==> config.mk <==
export PLATFORM = sky130hd
export DESIGN_NAME = sipo_framer
export DESIGN_NICKNAME = d
export VERILOG_FILES = /design/src/rtl/sipo_framer.sv
export SDC_FILE = /design/constraint.sdc
export NUM_CORES = 1
export LEC_CHECK = 0
export BUFFER_PORTS_ARGS = -buffer_cell sky130_fd_sc_hd__buf_2
export CAP_MARGIN = 20
export CORE_ASPECT_RATIO = 1.75
export CORE_MARGIN = 2
export CORE_UTILIZATION = 30
export CTS_CLUSTER_DIAMETER = 50
export DETAILED_ROUTE_END_ITERATION = 12
export GPL_TIMING_DRIVEN = 1
export PLACE_DENSITY_LB_ADDON = 0.3
export SLEW_MARGIN = 20
export SYNTH_ARGS = -nofsm -noshare
export SYNTH_HDL_FRONTEND = slang
export SYNTH_SLANG_ARGS = --single-unit
==> constraint.sdc <==
create_clock -name clk -period 6.3 [get_ports clk]
set_input_delay 0 -clock clk [delete_from_list [all_inputs] [get_ports clk]]
set_output_delay 0 -clock clk [all_outputs]
set_load 0.1 [all_outputs]
==> src/rtl/sipo_framer.sv <==
// Serial-to-parallel deserialiser with run-time frame length, selectable bit order,
// valid/ready output holding register and overrun flagging for dropped frames.
module sipo_framer #(
  parameter int unsigned DATA_WIDTH = 32,
  parameter int unsigned CNT_W      = $clog2(DATA_WIDTH + 1)
) (
  input  logic                  clk,
  input  logic                  arst_n,
  input  logic                  serial_in,
  input  logic                  bit_valid,
  input  logic                  msb_first,
  input  logic [CNT_W-1:0]      frame_len,
  input  logic                  flush,
  output logic [DATA_WIDTH-1:0] out_data,
  output logic                  out_valid,
  input  logic                  out_ready,
  output logic                  overrun,
  output logic [CNT_W-1:0]      bit_count
);

  typedef enum logic {
    IDLE,
    SHIFT
  } state_t;

  state_t                state_q, state_d;
  logic [DATA_WIDTH-1:0] shift_q, shift_d;
  logic [CNT_W-1:0]      cnt_q, cnt_d;
  logic                  cfg_msb_q, cfg_msb_d;
  logic [CNT_W-1:0]      cfg_len_q, cfg_len_d;
  logic [DATA_WIDTH-1:0] data_q, data_d;
  logic                  valid_q, valid_d;
  logic                  ovr_q, ovr_d;

  logic [CNT_W-1:0]      eff_len;
  logic [CNT_W-1:0]      cur_len;
  logic                  cur_msb;
  logic [DATA_WIDTH-1:0] word_nx;
  logic                  complete;
  logic                  xfer;

  assign eff_len = ((frame_len == '0) || (frame_len > CNT_W'(DATA_WIDTH)))
                   ? CNT_W'(DATA_WIDTH) : frame_len;

  // The first bit of a frame must already obey the incoming config, so use
  // the live inputs in IDLE and the latched copies once shifting.
  assign cur_len = (state_q == IDLE) ? eff_len   : cfg_len_q;
  assign cur_msb = (state_q == IDLE) ? msb_first : cfg_msb_q;

  assign word_nx = cur_msb ? {shift_q[DATA_WIDTH-2:0], serial_in}
                           : (shift_q | (DATA_WIDTH'(serial_in) << cnt_q));

  assign complete = !flush && bit_valid && ((cnt_q + CNT_W'(1)) == cur_len);
  assign xfer     = valid_q && out_ready;

  always_ff @(posedge clk or negedge arst_n) begin
    if (!arst_n) begin
      state_q   <= IDLE;
      shift_q   <= '0;
      cnt_q     <= '0;
      cfg_msb_q <= 1'b0;
      cfg_len_q <= '0;
      data_q    <= '0;
      valid_q   <= 1'b0;
      ovr_q     <= 1'b0;
    end else begin
      state_q   <= state_d;
      shift_q   <= shift_d;
      cnt_q     <= cnt_d;
      cfg_msb_q <= cfg_msb_d;
      cfg_len_q <= cfg_len_d;
      data_q    <= data_d;
      valid_q   <= valid_d;
      ovr_q     <= ovr_d;
    end
  end

  always_comb begin
    state_d   = state_q;
    shift_d   = shift_q;
    cnt_d     = cnt_q;
    cfg_msb_d = cfg_msb_q;
    cfg_len_d = cfg_len_q;
    data_d    = data_q;
    valid_d   = valid_q;
    ovr_d     = 1'b0;

    if (flush) begin
      state_d = IDLE;
      shift_d = '0;
      cnt_d   = '0;
    end else if (bit_valid) begin
      if (state_q == IDLE) begin
        cfg_msb_d = msb_first;
        cfg_len_d = eff_len;
      end
      if (complete) begin
        state_d = IDLE;
        shift_d = '0;
        cnt_d   = '0;
      end else begin
        state_d = SHIFT;
        shift_d = word_nx;
        cnt_d   = cnt_q + CNT_W'(1);
      end
    end

    if (complete) begin
      if (!valid_q || xfer) begin
        data_d  = word_nx;
        valid_d = 1'b1;
      end else begin
        ovr_d = 1'b1;
      end
    end else if (xfer) begin
      valid_d = 1'b0;
    end
  end

  assign out_data  = data_q;
  assign out_valid = valid_q;
  assign overrun   = ovr_q;
  assign bit_count = cnt_q;

endmodule

==> impl_metrics.env, run 1 <==
export IMPL_outcome="completed"
export IMPL_cap_violations=0
export IMPL_power_density_mw_per_mm2=475
export IMPL_grt_pass1_vias=3132
export IMPL_ys_types=42
export IMPL_die_w_um=91.2
export IMPL_rows=55
export IMPL_drv_slew=0
export IMPL_final_cell_area_sq_mm=0.00473
export IMPL_power_frac_clock_pct=22.5
export IMPL_synth_top_cells_by_area="dfrtp_1, o21ai_0, a21oi_1"
export IMPL_internal_power_uw=1080
export IMPL_grt_pass1_wl_mm=16.1
export IMPL_fin_util_pct=36.5
export IMPL_antenna_left=0
export IMPL_max_freq_ghz=0.310
export IMPL_dp_hpwl_mm=6.74
export IMPL_numClockSinks=80
export IMPL_period_needed_ns=3.22
export IMPL_cts_reportedPaths_clkPinSlew_ns=0.06
export IMPL_wl_per_cell_um=15.6
export IMPL_pin_count=53
export IMPL_critPathCaptureType="register"
export IMPL_dr_pass1_iters=4
export IMPL_syn_instance_count=417
export IMPL_die_y_um=157
export IMPL_post_cts_buffers=0
export IMPL_cts_tree="yes"
export IMPL_avgSynthCellArea_sq_um=9.56
export IMPL_cts_made_buffers=9
export IMPL_grtUsageTotal_pct=14.4
export IMPL_ys_seq_area_share_pct=50.2
export IMPL_hold_viol=0
export IMPL_worst_pin_slew_ns=0.999
export IMPL_grt_max_degree=81
export IMPL_die_area_sq_mm=0.0143
export IMPL_combinationalPowerShare_pct=46.4
export IMPL_antenna_found_initial=0
export IMPL_synth_top_flop_cell="dfrtp_1"
export IMPL_io_buffers=52
export IMPL_cts_htree_levels=3
export IMPL_finClkSkew_ns=0.00975
export IMPL_hold_worst_slack_ns=0.0217
export IMPL_rsz0062_at_grt="false"
export IMPL_cp_slowest_cell="nand4_4"
export IMPL_crit_path_start_kind="register"
export IMPL_netlist_area_leader_share_pct=50.2
export IMPL_min_path_type="input pin to register"
export IMPL_swShare_pct=51.7
export IMPL_drt_initial_drc_count=170
export IMPL_syn_nets=431
export IMPL_syn2layout_area_growth_pct=18.5
export IMPL_power_leakage_uw=0.00234
export IMPL_clock_latency_ns=0.35
export IMPL_root_buffer="clkbuf_16"
export IMPL_cpPeakStageDelay_ns=0.69
export IMPL_crit_required_ns=6.53
export IMPL_tns_ns=0
export IMPL_arrival_ns=3.45
export IMPL_core_area_sq_mm=0.0129
export IMPL_fin_crit_sh_pct=51.2
export IMPL_p_total_uw=2240
export IMPL_ys_async_sr_fraction_pct=100
export IMPL_place_area_sq_mm=0.00437
export IMPL_drc_errors=0
export IMPL_ir_drop_uv=214
export IMPL_antennaDiodeCount=0
export IMPL_power_switching_uw=1160
export IMPL_crit_type="register to register"
export IMPL_ys_ff_latch=80
export IMPL_overflow=0
export IMPL_synth_edf_count=0
export IMPL_ctsLongestPathBuffers=2
export IMPL_pwr_share_seq_pct=31.1
export IMPL_synth_area_sq_mm=0.00399
export IMPL_viasPerCell=5.00
export IMPL_setup_viol=0
export IMPL_path_max_fanout=32
export IMPL_start_util_pct=30.8
export IMPL_gp_congestion=0.867
export IMPL_nets=476
export IMPL_slew_limit_headroom_pct=33.3
export IMPL_ys_warnings_count=0
export IMPL_vias=3189
export IMPL_wirelength_mm=9.98
export IMPL_cp_cell_sequence="ha_1 -> xor2_1 -> a21oi_1 -> or3b_1 -> a211oi_4 -> nand4_4 -> mux2_4"
export IMPL_drive_gt1_share_pct=18.8
export IMPL_synth_area_leader_cell="dfrtp_1"
-- cell type report --
| class | instances | area (sq um) |
|---|---|---|
| Clock buffer | 9 | 225 |
| Clock inverter | 7 | 61.3 |
| Fill cell | 1388 | 8210 |
| Inverter | 23 | 86.3 |
| Multi-Input combinational cell | 289 | 1800 |
| Sequential cell | 80 | 2000 |
| Tap cell | 171 | 214 |
| Timing Repair Buffer | 59 | 334 |
-- worst max-delay path, delay by kind of cell (launching register included) --
kind                       cells  cell delay, ns
AOI/OAI and AO/OA              2            0.41
xor gates and xnor gates       1            0.22
adders and majority gates      1            0.30
DFF                            1            0.54
muxes                          1            0.55
and+or+nand+nor                2            1.09
-- cells by family after synthesis --
logic type	Yosys count	share of synthesized area [%]
and+or+nand+nor	125	15.1
buffers and inverters	48	5.15
adders and majority gates	1	0.314
AOI/OAI and AO/OA	126	18.6
muxes	33	9.73
xor gates and xnor gates	4	0.879
DFF	80	50.2
-- sequential cells by signal, indices dropped and copies added (netlist names) --
name	flops
bit_count	6
cfg_len_q	6
cfg_msb_q	1
out_data	32
out_valid	1
overrun	1
shift_q	32
state_q	1
-- placed cells by master (no fill, tap or decap), types with 9 or more instances in the layout --
cell type and n:
clkbuf_16 9, a21oi_1 48, a32o_1 13, nor2_1 20
mux2i_1 19, mux2_4 11, nand2b_1 9, o21ai_0 53
dfrtp_1 80, nand2_1 56, inv_1 23, buf_2 51
-- power groups by stage --
stage	combinational, uW	sequential, uW	clock, uW
6_report	1040	699	504
5_1_grt	1090	719	536
4_1_cts	1050	700	518
3_5_place_dp	1040	708	0
3_3_place_gp	1040	706	0
2_1_floorplan	208	1360	0
-- cells in the mapped netlist (2+ instances only) --
cell type / n
clkbuf_1: 16
a32o_1: 13
inv_1: 23
buf_2: 5
and3_1: 4
or3b_1: 2
nand2_1: 56
buf_6: 2
and3b_1: 2
xor2_1: 2
nor2b_1: 2
o21a_1: 3
nand3_1: 5
xnor2_1: 2
nor3b_1: 3
nor3_1: 8
and2_1: 6
a21oi_1: 48
mux2_2: 2
o21ai_0: 53
nand2b_1: 9
mux2i_1: 20
or4_1: 2
mux2_4: 11
nor2_1: 22
dfrtp_1: 80
-- through the flow --
step                std cells  setup WS (ns)
floorplan                 417           3.25
global placement          616           3.13
detailed placement        616           3.04
CTS                       638           3.03
global route              638           2.88
finish                    638           3.08
-- final timing paths --
path,end,from,cells past startpoint,slack (ns)
max,out_data[6]$_DFFE_PN0P_,bit_count[0]$_DFFE_PN0P_,7,3.08
min,cfg_len_q[1]$_DFFE_PN0P_,frame_len[1],3,0.02
max reg2reg,out_data[6]$_DFFE_PN0P_,bit_count[0]$_DFFE_PN0P_,7,3.08
min reg2reg,shift_q[31]$_DFFE_PN0P_,shift_q[31]$_DFFE_PN0P_,2,0.49
max in group asynchronous,out_data[28]$_DFFE_PN0P_,arst_n,2,5.50
min in group asynchronous,bit_count[3]$_DFFE_PN0P_,arst_n,2,0.26
-- routing by layer --
layer  GRT usage (%)  vias to the layer above  share of wire [%]
met2            25.6                       60                 52
li1                -                     1543                  -
met3            2.74                       16                4.1
met1            16.4                     1570                 41
met5               0                        -                  0
met4            6.78                        0                2.7
-- what timing repair did --
item                      4_1_cts  5_1_grt
hold endpoints to repair       85        0
hold buffers                    6        0
resized for setup               0        0
(Power assumes the default switching activity.)
==> inputs of run 2 (changes only) <==
--- a/config.mk
+++ b/config.mk
@@ -5,6 +5,7 @@
 export SDC_FILE = /design/constraint.sdc
 export NUM_CORES = 1
 export LEC_CHECK = 0
+export ABC_AREA = 1
 export BUFFER_PORTS_ARGS = -buffer_cell sky130_fd_sc_hd__buf_2
 export CAP_MARGIN = 20
 export CORE_ASPECT_RATIO = 1.75
==> constraint.sdc (replaced) <==
create_clock -name clk -period 2.8 [get_ports clk]
set_input_delay 0 -clock clk [delete_from_list [all_inputs] [get_ports clk]]
set_output_delay 0 -clock clk [all_outputs]
set_load 0.1 [all_outputs]
==> impl_metrics.env, run 2 <==
export IMPL_power_density_mw_per_mm2=1110
export IMPL_viasPerCell=4.96
export IMPL_wl_per_cell_um=15.0
export IMPL_cts_htree_levels=3
export IMPL_ys_async_sr_fraction_pct=100
export IMPL_crit_required_ns=3.02
export IMPL_overflow=0
export IMPL_slew_limit_headroom_pct=48.0
export IMPL_antennaDiodeCount=0
export IMPL_combinationalPowerShare_pct=48.2
export IMPL_cpPeakStageDelay_ns=0.52
export IMPL_root_buffer="clkbuf_16"
export IMPL_grt_pass1_wl_mm=19.7
export IMPL_internal_power_uw=2710
export IMPL_synth_area_leader_cell="dfrtp_1"
export IMPL_pin_count=53
export IMPL_finClkSkew_ns=0.00771
export IMPL_ys_seq_area_share_pct=45.9
export IMPL_synth_edf_count=0
export IMPL_die_area_sq_mm=0.0156
export IMPL_hold_viol=0
export IMPL_gp_congestion=0.848
export IMPL_synth_most_common_cell="nand2_1"
export IMPL_tns_ns=0
export IMPL_clock_latency_ns=0.34
export IMPL_wirelength_mm=11.9
export IMPL_numClockSinks=80
export IMPL_syn2layout_area_growth_pct=16.6
export IMPL_die_y_um=164
export IMPL_dp_hpwl_mm=8.47
export IMPL_timing_critical_path_mode_cell="nand2_1"
export IMPL_swShare_pct=52.2
export IMPL_synth_top_flop_cell="dfrtp_1"
export IMPL_cts_made_buffers=9
export IMPL_avgSynthCellArea_sq_um=7.70
export IMPL_grt_max_degree=81
export IMPL_path_max_fanout=32
export IMPL_power_switching_uw=2960
export IMPL_critPathCaptureType="register"
export IMPL_ir_drop_uv=430
export IMPL_max_freq_ghz=0.421
export IMPL_power_leakage_uw=0.00259
export IMPL_antenna_found_initial=0
export IMPL_drv_slew=0
export IMPL_cap_violations=0
export IMPL_drt_initial_drc_count=351
export IMPL_min_path_type="input pin to register"
export IMPL_ys_ff_latch=80
export IMPL_outcome="completed"
export IMPL_rows=58
export IMPL_crit_path_start_kind="register"
export IMPL_cts_reportedPaths_clkPinSlew_ns=0.06
export IMPL_worst_pin_slew_ns=0.773
export IMPL_arrival_ns=2.60
export IMPL_cp_slowest_cell="dfrtp_1"
export IMPL_layout_cells_most_common="nand2_1"
export IMPL_die_w_um=95.2
export IMPL_cts_resized=0
export IMPL_syn_instance_count=567
export IMPL_fin_util_pct=35.6
export IMPL_synth_area_sq_mm=0.00437
export IMPL_fin_crit_sh_pct=84.9
export IMPL_synth_commonest_cells="nand2_1, dfrtp_1, nor2_1"
export IMPL_period_needed_ns=2.38
export IMPL_drc_errors=0
export IMPL_core_area_sq_mm=0.0143
export IMPL_drive_gt1_share_pct=16.8
export IMPL_pwr_share_seq_pct=28.7
export IMPL_antenna_left=0
export IMPL_nets=623
export IMPL_cts_tree="yes"
export IMPL_synth_top_cells_by_area="dfrtp_1, nand2_1, nor2_1"
export IMPL_vias=3936
export IMPL_setup_viol=0
export IMPL_rsz0062_at_grt="false"
export IMPL_syn_nets=581
export IMPL_grt_pass1_vias=3944
export IMPL_post_cts_buffers=0
export IMPL_power_frac_clock_pct=23.1
export IMPL_holdBufCountCts=2
export IMPL_ys_types=34
export IMPL_crit_type="register to register"
export IMPL_start_util_pct=30.5
export IMPL_netlist_area_leader_share_pct=45.9
export IMPL_grtUsageTotal_pct=16.3
export IMPL_cp_cell_sequence="ha_1 -> xnor2_1 -> nor2_1 -> nor2_4 -> nand3b_4 -> nor2_8 -> nand4_4 -> nand2_1 -> nand2_1"
export IMPL_io_buffers=52
export IMPL_dr_pass1_iters=5
export IMPL_p_total_uw=5670
export IMPL_layout_common_cells="nand2_1, dfrtp_1, nor2_1"
export IMPL_ys_warnings_count=0
export IMPL_ctsLongestPathBuffers=2
==> run 2: area by class of cell <==
type	instances	area, sq um
fillers	1497	9210
multi-input cells	415	2000
flip-flops and latches	80	2000
repair buffers	65	382
clock buffers	12	256
well taps	180	225
inverters	38	145
clock inverters	4	76.3
==> run 2: layer usage <==
layer	track usage, %	vias up	wire (um)	share of wire, %
met5	0	-	0	0
met4	8.43	0	397	3.3
met3	3.41	19	577	4.8
met2	26.7	119	5960	50
met1	19.9	1830	4990	42
li1	-	1968	-	-
==> run 2: cells by family after synthesis <==
logic type	synth area share [%]
AOI/OAI and AO/OA	10.2
xor gates and xnor gates	0.201
DFF	45.9
adders and majority gates	0.287
buffers and inverters	8.40
and+or+nand+nor	35.1
==> run 2: final timing paths <==
kind	endpoint	cells past startpoint	slack (ns)	startpoint
worst max-delay path	out_data[27]$_DFFE_PN0P_	9	0.42	bit_count[0]$_DFFE_PN0P_
worst min-delay path	cfg_len_q[3]$_DFFE_PN0P_	5	0.06	frame_len[3]
worst max register to register	out_data[27]$_DFFE_PN0P_	9	0.42	bit_count[0]$_DFFE_PN0P_
worst min register to register	out_data[19]$_DFFE_PN0P_	2	0.47	out_data[19]$_DFFE_PN0P_
max in group asynchronous	cfg_len_q[4]$_DFFE_PN0P_	2	2.01	arst_n
min in group asynchronous	out_data[25]$_DFFE_PN0P_	2	0.23	arst_n
==> run 2: worst max-delay path, delay by kind of cell, from the launching register on <==
kind                     cells  cell delay (ns)
XOR/XNOR                     1             0.25
adder cells (fa/ha/maj)      1             0.32
AND/OR/NAND/NOR              7             1.17
flip-flops                   1             0.52
==> run 2: power by group through the flow <==
stage / clock [uW] / combinational, uW / sequential [uW]
3_3_place_gp: 0 / 2730 / 1640
5_1_grt: 1380 / 2900 / 1670
2_1_floorplan: 0 / 689 / 3250
6_report: 1310 / 2730 / 1630
4_1_cts: 1320 / 2750 / 1630
3_5_place_dp: 0 / 2740 / 1650
==> run 2: stage by stage <==
step	setup slack [ns]	instances	cell area [sq um]	hold WS, ns
2_1_floorplan	0.241	567	4370	-0.296
3_3_place_gp	0.491	776	4730	0.235
3_5_place_dp	0.432	776	4730	0.240
4_1_cts	0.414	794	5090	0.0534
5_1_grt	0.161	794	5090	0.0781
6_report	0.424	794	5090	0.0568
